`config.mk`:
```
export PLATFORM = sky130hd
export DESIGN_NAME = rv3n_func_op_sched
export DESIGN_NICKNAME = d
export VERILOG_FILES = /design/src/rtl/rv3n_func_op_sched_pkg.sv /design/src/rtl/rv3n_func_op_resq.sv /design/src/rtl/rv3n_func_op_sched.sv
export SDC_FILE = /design/constraint.sdc
export NUM_CORES = 1
export LEC_CHECK = 0
export CAP_MARGIN = 40
export CORE_MARGIN = 5
export CORE_UTILIZATION = 30
export DETAILED_ROUTE_END_ITERATION = 8
export PLACE_DENSITY = 0.61
export SETUP_SLACK_MARGIN = 0.05
export SLEW_MARGIN = 20
export SYNTH_ARGS = -nofsm -noshare
export SYNTH_HDL_FRONTEND = slang
export SYNTH_SLANG_ARGS = --single-unit
```
`constraint.sdc`:
```
create_clock -name clk -period 7.2 [get_ports clk]
set_clock_uncertainty 0.1 [all_clocks]
set_input_delay 1.08 -clock clk [delete_from_list [all_inputs] [get_ports clk]]
set_output_delay 1.08 -clock clk [all_outputs]
set_load 0.03 [all_outputs]
```
`src/rtl/rv3n_func_op_sched_pkg.sv`:
```
// Shared constants, request/grant types and the round-robin pick used by the
// rv3n_func_op scheduler and its result queues.
package rv3n_func_op_sched_pkg;

    localparam int XLEN            = 32;
    localparam int SCHED_NREQ      = 2;
    localparam int SCHED_TAG_W_DEF = 4;
    localparam int PARA_W          = 8;
    localparam int IMM_W           = 13;

    typedef enum logic {
        SRC_REQ0 = 1'b0,
        SRC_REQ1 = 1'b1
    } src_e;

    typedef struct packed {
        logic [PARA_W-1:0] para;
        logic [IMM_W-1:0]  imm;
        logic [XLEN-1:0]   pc;
        logic [XLEN-1:0]   op0;
        logic [XLEN-1:0]   op1;
    } fu_req_t;

    typedef struct packed {
        logic g1;
        logic g0;
    } grant_t;

    // Under contention the requester that did not win last time gets the unit.
    function automatic grant_t rr_arbitrate(input logic elig0, input logic elig1,
                                            input src_e rr_last);
        grant_t g;
        g.g0 = elig0 & (~elig1 | (rr_last == SRC_REQ1));
        g.g1 = elig1 & (~elig0 | (rr_last == SRC_REQ0));
        return g;
    endfunction

endpackage

```
`src/rtl/rv3n_func_op_resq.sv`:
```
// DEPTH-entry ring FIFO holding {result, tag} for one requester; pops of an
// empty queue are ignored and push+pop at full is legal.
module rv3n_func_op_resq #(
    parameter int DEPTH = 3,
    parameter int W     = 36
) (
    input  logic                         clk,
    input  logic                         rst,
    input  logic                         push_i,
    input  logic [W-1:0]                 push_data_i,
    input  logic                         pop_i,
    output logic [W-1:0]                 head_o,
    output logic [$clog2(DEPTH+1)-1:0]   cnt_o,
    output logic                         valid_o
);

    localparam int CNT_W = $clog2(DEPTH + 1);
    localparam int PTR_W = (DEPTH > 1) ? $clog2(DEPTH) : 1;
    localparam logic [PTR_W-1:0] PTR_LAST = PTR_W'(DEPTH - 1);
    localparam logic [CNT_W-1:0] CNT_FULL = CNT_W'(DEPTH);

    logic [W-1:0]     mem_q [DEPTH];
    logic [PTR_W-1:0] wr_ptr_q, wr_ptr_d;
    logic [PTR_W-1:0] rd_ptr_q, rd_ptr_d;
    logic [CNT_W-1:0] cnt_q, cnt_d;
    logic             do_push;
    logic             do_pop;

    function automatic logic [PTR_W-1:0] ptr_inc(input logic [PTR_W-1:0] p);
        return (p == PTR_LAST) ? '0 : p + 1'b1;
    endfunction

    assign do_pop  = pop_i & (cnt_q != '0);
    assign do_push = push_i & ((cnt_q != CNT_FULL) | do_pop);

    // NOTE: every variable gets its hold value first so no path can infer a latch.
    always_comb begin
        wr_ptr_d = wr_ptr_q;
        rd_ptr_d = rd_ptr_q;
        cnt_d    = cnt_q;
        if (do_push) wr_ptr_d = ptr_inc(wr_ptr_q);
        if (do_pop)  rd_ptr_d = ptr_inc(rd_ptr_q);
        case ({do_push, do_pop})
            2'b10:   cnt_d = cnt_q + 1'b1;
            2'b01:   cnt_d = cnt_q - 1'b1;
            default: cnt_d = cnt_q;
        endcase
    end

    // NOTE: state is updated with non-blocking assignments so all flops see pre-edge values.
    always_ff @(posedge clk) begin
        if (!rst) begin
            wr_ptr_q <= '0;
            rd_ptr_q <= '0;
            cnt_q    <= '0;
        end else begin
            wr_ptr_q <= wr_ptr_d;
            rd_ptr_q <= rd_ptr_d;
            cnt_q    <= cnt_d;
        end
    end

    // NOTE: storage is not reset; cnt_q gates whether any entry is meaningful.
    always_ff @(posedge clk) begin
        if (do_push) mem_q[wr_ptr_q] <= push_data_i;
    end

    assign head_o  = mem_q[rd_ptr_q];
    assign cnt_o   = cnt_q;
    assign valid_o = (cnt_q != '0);

endmodule

```
`src/rtl/rv3n_func_op_sched.sv`:
```
// Round-robin, credit-gated scheduler sharing one 1-cycle rv3n_func_op unit
// between two requesters, with a per-requester result queue.
module rv3n_func_op_sched
    import rv3n_func_op_sched_pkg::*;
#(
    parameter int TAG_W     = SCHED_TAG_W_DEF,
    parameter int RES_DEPTH = 3
) (
    input  logic              clk,
    input  logic              rst,

    input  logic              req0_valid,
    output logic              req0_ready,
    input  logic [7:0]        req0_para,
    input  logic [12:0]       req0_imm,
    input  logic [XLEN-1:0]   req0_pc,
    input  logic [XLEN-1:0]   req0_op0,
    input  logic [XLEN-1:0]   req0_op1,
    input  logic [TAG_W-1:0]  req0_tag,

    input  logic              req1_valid,
    output logic              req1_ready,
    input  logic [7:0]        req1_para,
    input  logic [12:0]       req1_imm,
    input  logic [XLEN-1:0]   req1_pc,
    input  logic [XLEN-1:0]   req1_op0,
    input  logic [XLEN-1:0]   req1_op1,
    input  logic [TAG_W-1:0]  req1_tag,

    output logic              resp0_valid,
    input  logic              resp0_ready,
    output logic [XLEN-1:0]   resp0_data,
    output logic [TAG_W-1:0]  resp0_tag,

    output logic              resp1_valid,
    input  logic              resp1_ready,
    output logic [XLEN-1:0]   resp1_data,
    output logic [TAG_W-1:0]  resp1_tag,

    output logic              func_op_req_valid,
    output logic [7:0]        func_op_req_para,
    output logic [12:0]       func_op_req_imm,
    output logic [XLEN-1:0]   func_op_req_pc,
    output logic [XLEN-1:0]   func_op_req_operand0,
    output logic [XLEN-1:0]   func_op_req_operand1,
    input  logic              func_op_ack_valid,
    input  logic [XLEN-1:0]   func_op_ack_data,
    input  logic              func_op_ack_busy,

    output logic              sched_err
);

    localparam int CNT_W = $clog2(RES_DEPTH + 1);
    localparam int ENT_W = XLEN + TAG_W;

    fu_req_t                 req_fields [SCHED_NREQ];
    fu_req_t                 win_fields;
    logic [SCHED_NREQ-1:0]   req_valid_w;
    logic [SCHED_NREQ-1:0]   credit;
    logic [SCHED_NREQ-1:0]   elig;
    logic [SCHED_NREQ-1:0]   push;
    logic [SCHED_NREQ-1:0]   pop;
    logic [SCHED_NREQ-1:0]   q_valid;
    logic [CNT_W-1:0]        q_cnt  [SCHED_NREQ];
    logic [ENT_W-1:0]        q_head [SCHED_NREQ];

    grant_t                  gnt;
    logic                    issue;
    src_e                    winner;

    logic                    infl_valid_q, infl_valid_d;
    src_e                    infl_src_q,   infl_src_d;
    logic [TAG_W-1:0]        infl_tag_q,   infl_tag_d;
    src_e                    rr_last_q,    rr_last_d;
    logic                    err_q,        err_d;

    assign req_fields[0] = '{para: req0_para, imm: req0_imm, pc: req0_pc,
                             op0: req0_op0, op1: req0_op1};
    assign req_fields[1] = '{para: req1_para, imm: req1_imm, pc: req1_pc,
                             op0: req1_op0, op1: req1_op1};
    assign req_valid_w   = {req1_valid, req0_valid};

    // Credit counts the in-flight op for its destination; a same-cycle pop
    // deliberately does not return credit, keeping pop off the grant path.
    always_comb begin
        credit = '0;
        for (int n = 0; n < SCHED_NREQ; n++) begin
            credit[n] = (int'(q_cnt[n]) +
                         int'(infl_valid_q && (int'(infl_src_q) == n))) < RES_DEPTH;
        end
        elig = req_valid_w & credit & {SCHED_NREQ{~func_op_ack_busy & rst}};
    end

    assign gnt        = rr_arbitrate(elig[0], elig[1], rr_last_q);
    assign issue      = gnt.g0 | gnt.g1;
    assign winner     = gnt.g1 ? SRC_REQ1 : SRC_REQ0;
    assign win_fields = gnt.g1 ? req_fields[1] : req_fields[0];

    always_comb begin
        infl_valid_d = issue;
        infl_src_d   = infl_src_q;
        infl_tag_d   = infl_tag_q;
        rr_last_d    = rr_last_q;
        err_d        = err_q;
        if (issue) begin
            infl_src_d = winner;
            infl_tag_d = gnt.g1 ? req1_tag : req0_tag;
            rr_last_d  = winner;
        end
        if (func_op_ack_valid && !infl_valid_q) err_d = 1'b1;
    end

    always_ff @(posedge clk) begin
        if (!rst) begin
            infl_valid_q <= 1'b0;
            infl_src_q   <= SRC_REQ0;
            infl_tag_q   <= '0;
            rr_last_q    <= SRC_REQ1;
            err_q        <= 1'b0;
        end else begin
            infl_valid_q <= infl_valid_d;
            infl_src_q   <= infl_src_d;
            infl_tag_q   <= infl_tag_d;
            rr_last_q    <= rr_last_d;
            err_q        <= err_d;
        end
    end

    always_comb begin
        push = '0;
        for (int n = 0; n < SCHED_NREQ; n++) begin
            push[n] = func_op_ack_valid & infl_valid_q & (int'(infl_src_q) == n);
        end
    end

    assign pop = {resp1_ready, resp0_ready} & q_valid;

    for (genvar n = 0; n < SCHED_NREQ; n++) begin : g_resq
        rv3n_func_op_resq #(
            .DEPTH (RES_DEPTH),
            .W     (ENT_W)
        ) u_resq (
            .clk         (clk),
            .rst         (rst),
            .push_i      (push[n]),
            .push_data_i ({func_op_ack_data, infl_tag_q}),
            .pop_i       (pop[n]),
            .head_o      (q_head[n]),
            .cnt_o       (q_cnt[n]),
            .valid_o     (q_valid[n])
        );
    end

    assign req0_ready           = gnt.g0;
    assign req1_ready           = gnt.g1;

    assign func_op_req_valid    = issue;
    assign func_op_req_para     = win_fields.para;
    assign func_op_req_imm      = win_fields.imm;
    assign func_op_req_pc       = win_fields.pc;
    assign func_op_req_operand0 = win_fields.op0;
    assign func_op_req_operand1 = win_fields.op1;

    // Result-side outputs are forced low while reset is held.
    assign resp0_valid = rst & q_valid[0];
    assign resp0_data  = rst ? q_head[0][ENT_W-1:TAG_W] : '0;
    assign resp0_tag   = rst ? q_head[0][TAG_W-1:0]     : '0;
    assign resp1_valid = rst & q_valid[1];
    assign resp1_data  = rst ? q_head[1][ENT_W-1:TAG_W] : '0;
    assign resp1_tag   = rst ? q_head[1][TAG_W-1:0]     : '0;

    assign sched_err   = rst & err_q;

endmodule

```
==> results.md <==
* Outcome: finished, final reports clean
* Grt total ovfl at 0
* Depth of the most critical reg-to-reg path at 9
* Clock insertion delay at the later pin of the skew report at ~0.50 ns
* Number of placement rows at 69
* Full die area at roughly 40000 um^2
* Final setup slack of the worst path at roughly 2.1 ns
* Dpl ws at about 2.1 ns
* Class of the tightest hold or removal check: flop to flop
* Register area share after synthesis at 63.8%
* Number of clock buffers inserted by TritonCTS at 24
* Wire length of the first global-routing pass at around 60 mm
* Critical path type: input port to output pin
* Antenna-violating nets left at 0
* Initial Utilization at a little under a third
* Detailed placer's ending HPWL at approximately 32 mm
* TritonCTS clock tree: yes
* Setup violation total in the final timing report at 0
* Power density relative to cell area at roughly 210 nW/um^2
* Average routed wire per standard cell at approximately 24 um
* Cell area after technology mapping at approximately 11000 um^2
* Count of filler cells inserted in the layout at 3170
* Routed vias/inst at approximately 4.7
* Kind of start point of the critical path: input port
* Synth Area in Simple Gates at 9.00%
* Total nets after synthesis at approximately 1100
* Adder-cell area share of the yosys netlist at less than 1%
* Parity-gate share of the synthesized area counting xor and xnor cells at less than 1%
* Time the final worst path needs with I/O delays and setup at about 5.1 ns
* Multiplexer share of the synthesized area at a little under a fifth
* Unique masters post-synth at 32
* Post-CTS Hold Fix Bufs at 0
* Number of vias in the routed layout at 8124
* Fin nets at about 1600
* Launch point of the critical path: func_op_ack_busy
* Setup_tns at 0 ns
* Share of the synthesized area in compound gates (AO/OA/AOI/OAI) at 5.11%
* Worst supply voltage drop on vdd at 0.160 mV
* Worst reg2reg startpoint: infl_valid_q$_SDFF_PN0_
* Maximum fanout along the worst path at 29
* # IOs at ~480
* Maximum number of pins on one net before global-route repair at 73
* Critical path cell sequence: clkdlybuf4s50_1, and4bb_1, and3_1, nor2_4, buf_12, buf_12, mux2_2, clkdlybuf4s50_1
* Initial antenna violation count at 7
* Delay of the slowest critical-path stage at 0.65 ns
* Die height at around 200 um
* Capturing point of the worst reg2reg path: infl_tag_q[2]$_SDFFE_PN0P_
* Worst-case register-to-register setup slack at around 4.7 ns
* Total core area at roughly 36000 um^2
* Initial DRC Count at 383
* Max Cap Violations at 0
* Final hold vios at 0
* Tightest Pin Transition at about 0.79 ns
* GRT Overall Usage at just over 20%
* Kind of end point of the critical path: output pin
* Number of warnings reported in the yosys synthesis log at 0
* Routability-driven placement congestion ratio at 0.906
* FMAX at 0.197 GHz
* RSZ-0062 raised after global routing: false
* Area growth, synth to finish at 57.2%
* Clock transition at the register clock pins on the worst setup and hold paths after CTS at 0.06 ns
* Number of resized instances in the post-cts repair step at 0
* First drt pass iteration count at 4
* Final max-slew violation count at 0
* Clock tree buffer depth at 3
* WP data required at about 6.0 ns
* Hold-critical path depth at 1
* Post-synthesis average cell area at 13.9 um^2
* Post-route fraction of the period consumed by the critical path at a little over two thirds
* Arrival time at the worst endpoint at about 3.9 ns
* Detailed-route DRC error count at 0
* Mapped Cells at between 700 and 800
* Deepest level of the CTS H-tree at 1
* Slew Limit Headroom at a little under half
* Count of buffers from port buffering at approximately 480
* P_leak at between 5 and 6 nW
* Combinational family with the most area after synthesis: multiplexers
* Post-CTS Setup Repair Bufs at 0
* X dimension of the die at 201 um
* Flops & latches, synth at between 200 and 250
* Master of the slowest instance on the critical path: sky130_fd_sc_hd__clkdlybuf4s50_1
* Worst setup path endpoint: func_op_req_operand1[16]
* Fraction of layout cells with a size suffix above 1 at 13.9%
* Via count of the first global-routing pass at approximately 8600
* Post-route core utilization at about half
* Total wirelength of the detailed-routed design at approximately 42 mm
* Root cell of the clock tree: sky130_fd_sc_hd__clkbuf_16
* Clock sink count at 240
## metal layers
| metal | share of wire [%] | vias to the layer above | global-route usage (%) |
|---|---|---|---|
| met5 | 0.021 | - | 0 |
| met3 | 8.5 | 37 | 6.98 |
| met4 | 1.5 | 2 | 3.54 |
| met1 | 39 | 3920 | 23.6 |
| met2 | 51 | 309 | 36.2 |
| li1 | - | 3856 | - |
## power by group
group	switching, W	internal (W)	total [W]
Clock	0.000484	0.000870	0.00135
Sequential	0.0000158	0.00154	0.00156
Combinational	0.000344	0.000353	0.000697
## cell families (layout without fill, tap and decap cells)
kind of cell,after synthesis,after routing
AOI/OAI and AO/OA,101,101
other,0,3
xor gates and xnor gates,4,4
DFF,240,240
adders and majority gates,6,6
and+or+nand+nor,190,190
muxes,189,189
buffers and inverters,57,552
## layout by cell type, fill, tap and decap left out, types with 3 or more instances in the layout
master                            count
sky130_fd_sc_hd__a21boi_0             4
sky130_fd_sc_hd__inv_1               10
sky130_fd_sc_hd__mux2i_1             72
sky130_fd_sc_hd__clkbuf_1             4
sky130_fd_sc_hd__clkbuf_16           25
sky130_fd_sc_hd__dfxtp_1             20
sky130_fd_sc_hd__nor2_4               3
sky130_fd_sc_hd__and2_1              79
sky130_fd_sc_hd__xnor2_1              4
sky130_fd_sc_hd__edfxtp_1           216
sky130_fd_sc_hd__nor2b_1              7
sky130_fd_sc_hd__buf_12               3
sky130_fd_sc_hd__ha_1                 6
sky130_fd_sc_hd__bufinv_16            6
sky130_fd_sc_hd__nand2_1             81
sky130_fd_sc_hd__o21ai_0             79
sky130_fd_sc_hd__clkinv_2             4
sky130_fd_sc_hd__nor3b_2              3
sky130_fd_sc_hd__a21oi_1              6
sky130_fd_sc_hd__nand3_1              3
sky130_fd_sc_hd__mux2_2             104
sky130_fd_sc_hd__mux2_1              13
sky130_fd_sc_hd__dfxtp_2              4
sky130_fd_sc_hd__and3_1               4
sky130_fd_sc_hd__diode_2              3
sky130_fd_sc_hd__buf_4               19
sky130_fd_sc_hd__clkdlybuf4s50_1    475
sky130_fd_sc_hd__a221o_1              3
sky130_fd_sc_hd__o21a_1               5
## state kept, by name, indices dropped and copies added (netlist names), 4 cells and up, named ones only
name,cells
g_resq.u_resq.rd_ptr_q,4
infl_tag_q,4
g_resq.u_resq.cnt_o,4
g_resq.u_resq.mem_q,216
g_resq.u_resq.wr_ptr_q,4
## worst min-delay path by stage
stage	from	endpoint	slack [ns]
detailed placement	err_q$_SDFFE_PN0P_	err_q$_SDFFE_PN0P_	0.35
global placement	err_q$_SDFFE_PN0P_	err_q$_SDFFE_PN0P_	0.35
CTS	err_q$_SDFFE_PN0P_	err_q$_SDFFE_PN0P_	0.37
finish	err_q$_SDFFE_PN0P_	err_q$_SDFFE_PN0P_	0.37
floorplan	err_q$_SDFFE_PN0P_	err_q$_SDFFE_PN0P_	0.33
global route	err_q$_SDFFE_PN0P_	err_q$_SDFFE_PN0P_	0.39
## synth_stat cells (all sizes together)
cell	number	area, um^2
a221o	3	30.0
mux2	117	1320
xnor2	4	35.0
o21a	5	37.5
and4bb	1	12.5
a221oi	1	8.76
inv	10	37.5
and2	79	494
nand2	81	304
or2	1	6.26
mux2i	72	721
a21boi	4	30.0
nor2b	7	43.8
edfxtp	216	6490
o2111ai	2	17.5
nor3b	5	37.5
a21oi	6	30.0
or3	2	12.5
ha	6	75.1
clkbuf	26	97.6
buf	21	131
a32oi	1	8.76
nand3	3	15.0
nor2	4	17.5
nor3	3	15.0
o21ai	79	395
and3	4	25.0
dfxtp	24	480
## area by class of cell
cell class | count | area (um^2) | area share, %
sequential | 240 | 6970 | 40.6
timing repair buffer | 498 | 4960 | 28.9
multi-input combinational | 490 | 3730 | 21.7
clock buffer | 31 | 668 | 3.89
tap | 461 | 577 | 3.36
clock inverter | 13 | 218 | 1.27
inverter | 10 | 37.5 | 0.219
antenna | 3 | 7.51 | 0.0437
## critical path, delay by kind of cell
kind	cells	cell delay [ns]
buffers and inverters	4	1.66
muxes	1	0.39
and+or+nand+nor	3	0.71
## metrics by stage
step	cell area (um^2)	power, W	hold slack [ns]	std cells
floorplan	10900	0.00190	0.332	787
global placement	16200	0.00228	0.349	1697
detailed placement	16300	0.00228	0.351	1699
CTS	17200	0.00364	0.370	1743
global route	17200	0.00373	0.393	1745
finish	17200	0.00361	0.371	1746
Note: power is estimated with default switching activity, not from simulation.
